**src/rtl/commit_trace_streamer.sv**
```systemverilog
// Commit-bus trace sink: records writeback events in a FIFO and streams them as 32-bit words.
// Optional store tracing is compiled in by defining TRACE_MEM_EN.
module commit_trace_streamer #(
   parameter int DEPTH   = 8,
   parameter int SKIP_R0 = 1
) (
   input  logic        clk,
   input  logic        rst,
   input  logic        trace_en,
   input  logic [31:0] pc,
   input  logic        ct_rf_wen,
   input  logic [4:0]  rf_addr_w,
   input  logic [31:0] rf_data_w,
   input  logic        ct_mem_wen,
   input  logic [31:0] alu_res,
   input  logic [31:0] rf_data_r2,
   output logic        out_valid,
   input  logic        out_ready,
   output logic [31:0] out_data,
   output logic        out_last,
   output logic [15:0] drop_cnt
);
   localparam int AW = $clog2(DEPTH);
   localparam int CW = AW + 1;

   // Store records are recognised by header type bit 31, so no separate kind flag is kept.
   typedef struct packed {
      logic [31:0] hdr;
      logic [31:0] pc;
      logic [31:0] adr;
      logic [31:0] dat;
   } rec_t;

   typedef enum logic [2:0] {S_IDLE, S_HDR, S_PC, S_ADR, S_DAT} state_t;

   state_t        state_q, state_d;
   rec_t          mem_q [DEPTH];
   rec_t          hold_q;
   rec_t          rec_new;
   logic [AW-1:0] wr_ptr_q, rd_ptr_q;
   logic [CW-1:0] count_q;
   logic [7:0]    seq_q;
   logic [15:0]   pend_q, pend_d;
   logic [15:0]   drop_q, drop_d;
   logic          rf_ev, st_req, want_push, push, pop;
   logic          fifo_empty, fifo_full;
   logic [1:0]    drop_inc;
   logic [16:0]   drop_sum, pend_sum;

   assign rf_ev = trace_en & ct_rf_wen & ~((SKIP_R0 != 0) & (rf_addr_w == 5'd0));

`ifdef TRACE_MEM_EN
   assign st_req = trace_en & ct_mem_wen;
`else
   logic unused_store_bus;
   assign st_req           = 1'b0;
   assign unused_store_bus = ^{ct_mem_wen, alu_res, rf_data_r2};
`endif

   assign fifo_empty = (count_q == '0);
   assign fifo_full  = (count_q == CW'(DEPTH));
   assign want_push  = rf_ev | st_req;
   assign push       = want_push & (~fifo_full | pop);

   // A store colliding with an RF write is lost; a full FIFO loses the event as well.
   assign drop_inc = {1'b0, want_push & ~push} + {1'b0, rf_ev & st_req};
   assign drop_sum = {1'b0, drop_q} + {15'd0, drop_inc};
   assign pend_sum = {1'b0, (push ? 16'd0 : pend_q)} + {15'd0, drop_inc};
   assign drop_d   = drop_sum[16] ? 16'hFFFF : drop_sum[15:0];
   assign pend_d   = pend_sum[16] ? 16'hFFFF : pend_sum[15:0];

   always_comb begin
      rec_new.hdr = {(rf_ev ? 2'b01 : 2'b10), (pend_q != 16'd0), (rf_ev ? rf_addr_w : 5'd0), seq_q, pend_q};
      rec_new.pc  = pc;
`ifdef TRACE_MEM_EN
      rec_new.adr = alu_res;
      rec_new.dat = rf_ev ? rf_data_w : rf_data_r2;
`else
      rec_new.adr = 32'd0;
      rec_new.dat = rf_data_w;
`endif
   end

   always_comb begin
      state_d = state_q;
      pop     = 1'b0;
      case (state_q)
         S_IDLE: begin
            if (!fifo_empty) begin
               pop     = 1'b1;
               state_d = S_HDR;
            end
         end
         S_HDR: if (out_ready) state_d = S_PC;
         S_PC: begin
            if (out_ready) begin
`ifdef TRACE_MEM_EN
               state_d = hold_q.hdr[31] ? S_ADR : S_DAT;
`else
               state_d = S_DAT;
`endif
            end
         end
         S_ADR: if (out_ready) state_d = S_DAT;
         S_DAT: begin
            if (out_ready) begin
               pop     = ~fifo_empty;
               state_d = fifo_empty ? S_IDLE : S_HDR;
            end
         end
         default: state_d = S_IDLE;
      endcase
   end

   always_comb begin
      out_data = 32'd0;
      case (state_q)
         S_HDR:   out_data = hold_q.hdr;
         S_PC:    out_data = hold_q.pc;
         S_ADR:   out_data = hold_q.adr;
         S_DAT:   out_data = hold_q.dat;
         default: out_data = 32'd0;
      endcase
   end

   assign out_valid = (state_q != S_IDLE);
   assign out_last  = (state_q == S_DAT);
   assign drop_cnt  = drop_q;

   always_ff @(posedge clk) begin
      if (!rst) begin
         state_q  <= S_IDLE;
         wr_ptr_q <= '0;
         rd_ptr_q <= '0;
         count_q  <= '0;
         seq_q    <= 8'd0;
         pend_q   <= 16'd0;
         drop_q   <= 16'd0;
      end else begin
         state_q <= state_d;
         if (push) wr_ptr_q <= wr_ptr_q + 1'b1;
         if (pop)  rd_ptr_q <= rd_ptr_q + 1'b1;
         count_q <= count_q + CW'(push) - CW'(pop);
         if (push) seq_q <= seq_q + 8'd1;
         pend_q <= pend_d;
         drop_q <= drop_d;
      end
   end

   // Record storage stays unreset so it maps onto block RAM; the pop read is registered into hold_q.
   always_ff @(posedge clk) begin
      if (push) mem_q[wr_ptr_q] <= rec_new;
      if (pop)  hold_q <= mem_q[rd_ptr_q];
   end
endmodule

```
**config.mk**
```make
export PLATFORM = sky130hd
export DESIGN_NAME = commit_trace_streamer
export DESIGN_NICKNAME = d
export VERILOG_FILES = /design/src/rtl/commit_trace_streamer.sv
export SDC_FILE = /design/constraint.sdc
export NUM_CORES = 1
export LEC_CHECK = 0
export ABC_AREA = 0
export CAP_MARGIN = 0
export CELL_PAD_IN_SITES_DETAIL_PLACEMENT = 0
export CELL_PAD_IN_SITES_GLOBAL_PLACEMENT = 1
export CORE_MARGIN = 2
export CORE_UTILIZATION = 30
export DETAILED_ROUTE_END_ITERATION = 7
export PLACE_DENSITY = 0.52
export SYNTH_ARGS = -nofsm -noshare
export SYNTH_HDL_FRONTEND = slang
export SYNTH_SLANG_ARGS = --single-unit
```
**constraint.sdc**
```tcl
create_clock -name clk -period 14.2 [get_ports clk]
set_input_delay 2.13 -clock clk [delete_from_list [all_inputs] [get_ports clk]]
set_output_delay 2.13 -clock clk [all_outputs]
set_load 0.05 [all_outputs]
```
==> results.py <==
metrics = {
    "power_and_ir_drop": {
        "p_per_area_nw_per_um2": 182,
        "ir_drop_mv": 0.109,
        "p_leak_nw": 12.7,
        "total_power_mw": 7.53,
    },
    "sta": {
        "drv_slew": 0,
        "fin_setup_tns_ns": 0,
        "rsz0062_at_grt": "false",
        "fin_crit_ns": 6.02,
        "fin_skew_ns": 0.0202,
        "setup_viol": 0,
        "slew_headroom_pct": 19.8,
        "fin_crit_sh_pct": 42.4,
        "hold_violations": 0,
        "tightestPinTransition_ns": 1.20,
        "fmax_mhz": 166,
        "whs_ns": 0.545,
        "setup_slack_ns": 8.18,
    },
    "layout": {
        "mostFrequentLayoutCell": "edfxtp_1",
        "fillers": 10643,
        "stdcell_count": 3418,
        "fin_nets": 1957,
        "final_cell_mix": "864 x edfxtp_1, 192 x mux4_2, 123 x clkdlybuf4s50_1",
        "syn_to_final_growth_pct": 18.5,
        "finalCoreUtilization_pct": 35.7,
        "design_area_um2": 41300,
        "drive_gt1_share_pct": 26.8,
    },
    "global_route": {
        "grt_pass1_wl_mm": 123,
        "antenna_found_initial": 7,
        "grt_max_degree": 147,
        "grt_pass1_vias": 17292,
        "grt.total_usage_pct": 14.4,
        "grt_overflow": 0,
    },
    "floorplanning": {
        "io_pins": 189,
        "core.rowCount": 125,
        "fp.coreArea_um2": 116000,
        "die_h_um": 345,
        "die_x_um": 345,
        "initial_core_util_pct": 30.1,
        "dieArea_um2": 119000,
    },
    "clocking": {
        "cts_resized": 0,
        "clock-sinks": 917,
        "clkTransAtPathRegs_ns": 0.06,
        "clk_latency_ns": 0.67,
        "cts-root-buf": "clkbuf_16",
        "htreeDepth": 3,
        "postCtsSetupRepairBufs": 0,
        "cts_hold_buf": 0,
        "clk_path_buf_depth": 3,
        "cts_tree": "yes",
        "cts_made_buffers": 100,
    },
    "setup_path": {
        "worst_path_max_delay_cell": "dfxtp_2",
        "critPathKind": "reg -> out",
        "worstPathCellList": "nor2b_1 -> nor2b_2 -> buf_4 -> nand2_1 -> o21ai_0 -> clkdlybuf4s50_1",
        "cp_max_fo": 39,
        "startpoint_type": "flip-flop",
        "critPathMaxStageDelay_ns": 0.93,
        "arrival_ns": 3.89,
        "crit_path_end_kind": "output port",
        "required_ns": 12.07,
        "reg2regPathDepth": 6,
    },
    "logic_synthesis": {
        "syn_nets": 1773,
        "ys.flop_type": "edfxtp_1",
        "synth_top_area_cell": "edfxtp_1",
        "postSynthCellCount": 1622,
        "yosys-top-cells-area": "edfxtp_1 74%, mux4_2 12%, mux2_2 3.1%",
        "ys_warn_count": 0,
        "ys_seq_elements": 917,
        "netlist_area_um2": 34900,
        "yosys.area.top_type_share_pct": 74.4,
        "ys_async_sr_fraction_pct": 0,
        "synth_cell_types": 59,
        "post_synth.cell_area_avg_um2": 21.5,
        "seq_area_frac_synth_pct": 77.4,
        "synth_edf_count": 864,
    },
    "hold_path": {
        "holdCritPathClass": "reg -> reg",
        "whs_path_depth": 2,
    },
    "detailed_routing": {
        "totalWireLength_mm": 85.9,
        "viasPerCell": 4.81,
        "ant_nets": 0,
        "first_iter_violations": 1293,
        "vias": 16431,
        "routedWlPerCell_um": 25.1,
        "remaining_drc_errors": 0,
        "firstDrtPassIters": 5,
    },
    "place": {
        "place_congestion": 0.699,
        "placedCellCount": 3228,
        "port_buffers": 123,
        "placed_cell_area_um2": 38100,
        "place_hpwl_mm": 47.9,
        "pre_cts_slack_ns": 7.50,
    },
    "job": {
        "cap_violations": 0,
    },
    "status": {
        "status": "completed",
    },
}
-- power breakdown --
part / internal (mW) / switching [mW] / total (mW)
sequential: 3.26 / 0.184 / 3.44
combinational: 0.654 / 0.850 / 1.50
clock: 1.50 / 1.09 / 2.59
-- critical path: cells and delay by family (launching register included) --
kind	cells	cell delay, ns
flops	1	0.93
buf+inv	2	1.33
compound gates	1	0.28
simple gates	3	0.64
-- registers in the layout, summed over array words and instances (netlist names) --
name and cells:
mem_q 768, hold_q 96, drop_cnt 16, pend_q 16, seq_q 8, count_q 4
rd_ptr_q 3, state_q 3, wr_ptr_q 3
-- synthesized netlist by cell type (all sizes together) (2+ instances only) --
cell type  count
a22oi         33
and2           5
nor2          33
edfxtp       864
xor2          12
o211a          3
o21a           2
clkinv         2
nand2b         4
o21ai         33
a31o           2
a31oi          3
and4           3
and3          10
nor2b          6
inv           10
dfxtp         53
a21oi         28
buf           26
mux2          96
nand3b         2
nand2         53
xnor2         16
mux4         192
nor4          10
mux2i          3
a211oi         3
clkbuf        53
nor3          16
nand4          9
ha            11
nand3         15
-- cells by family after synthesis --
family                   after synthesis  synth area share, %
flip-flops                           917                 77.4
multiplexers                         291                 15.6
AND/OR/NAND/NOR                      171                 2.54
AO/OA/AOI/OAI                        112                 2.17
buffers and inverters                 91                 1.14
XOR/XNOR                              28                0.703
adder cells (fa/ha/maj)               12                0.452
-- worst paths after layout --
| check | to | from | slack, ns |
|---|---|---|---|
| worst max-delay path | out_data[30] | state_q[0]$_SDFFE_PN0P_ | 8.18 |
| worst min-delay path | drop_cnt[15]$_SDFF_PN0_ | drop_cnt[15]$_SDFF_PN0_ | 0.55 |
| worst max register to register | mem_q[7][69]$_DFFE_PP_ | state_q[0]$_SDFFE_PN0P_ | 9.66 |
| worst min register to register | drop_cnt[15]$_SDFF_PN0_ | drop_cnt[15]$_SDFF_PN0_ | 0.55 |
-- layer usage --
| layer | wire, um | vias up | track usage [%] |
|---|---|---|---|
| met2 | 41900 | 367 | 23.9 |
| met3 | 4160 | 100 | 2.76 |
| li1 | - | 7112 | - |
| met4 | 1320 | 4 | 3.49 |
| met1 | 38500 | 8848 | 19.7 |
| met5 | 30 | - | 0 |
-- layout make-up --
type,count,area (um2),area share [%]
timing repair buffer,161,1540,3.73
clock inverter,67,671,1.62
antenna,2,5.00,0.0121
multi-input combinational,614,7540,18.2
clock buffer,121,2600,6.29
sequential,917,27000,65.3
inverter,12,55.1,0.133
tap,1524,1910,4.61
Note: power is estimated with default switching activity, not from simulation.
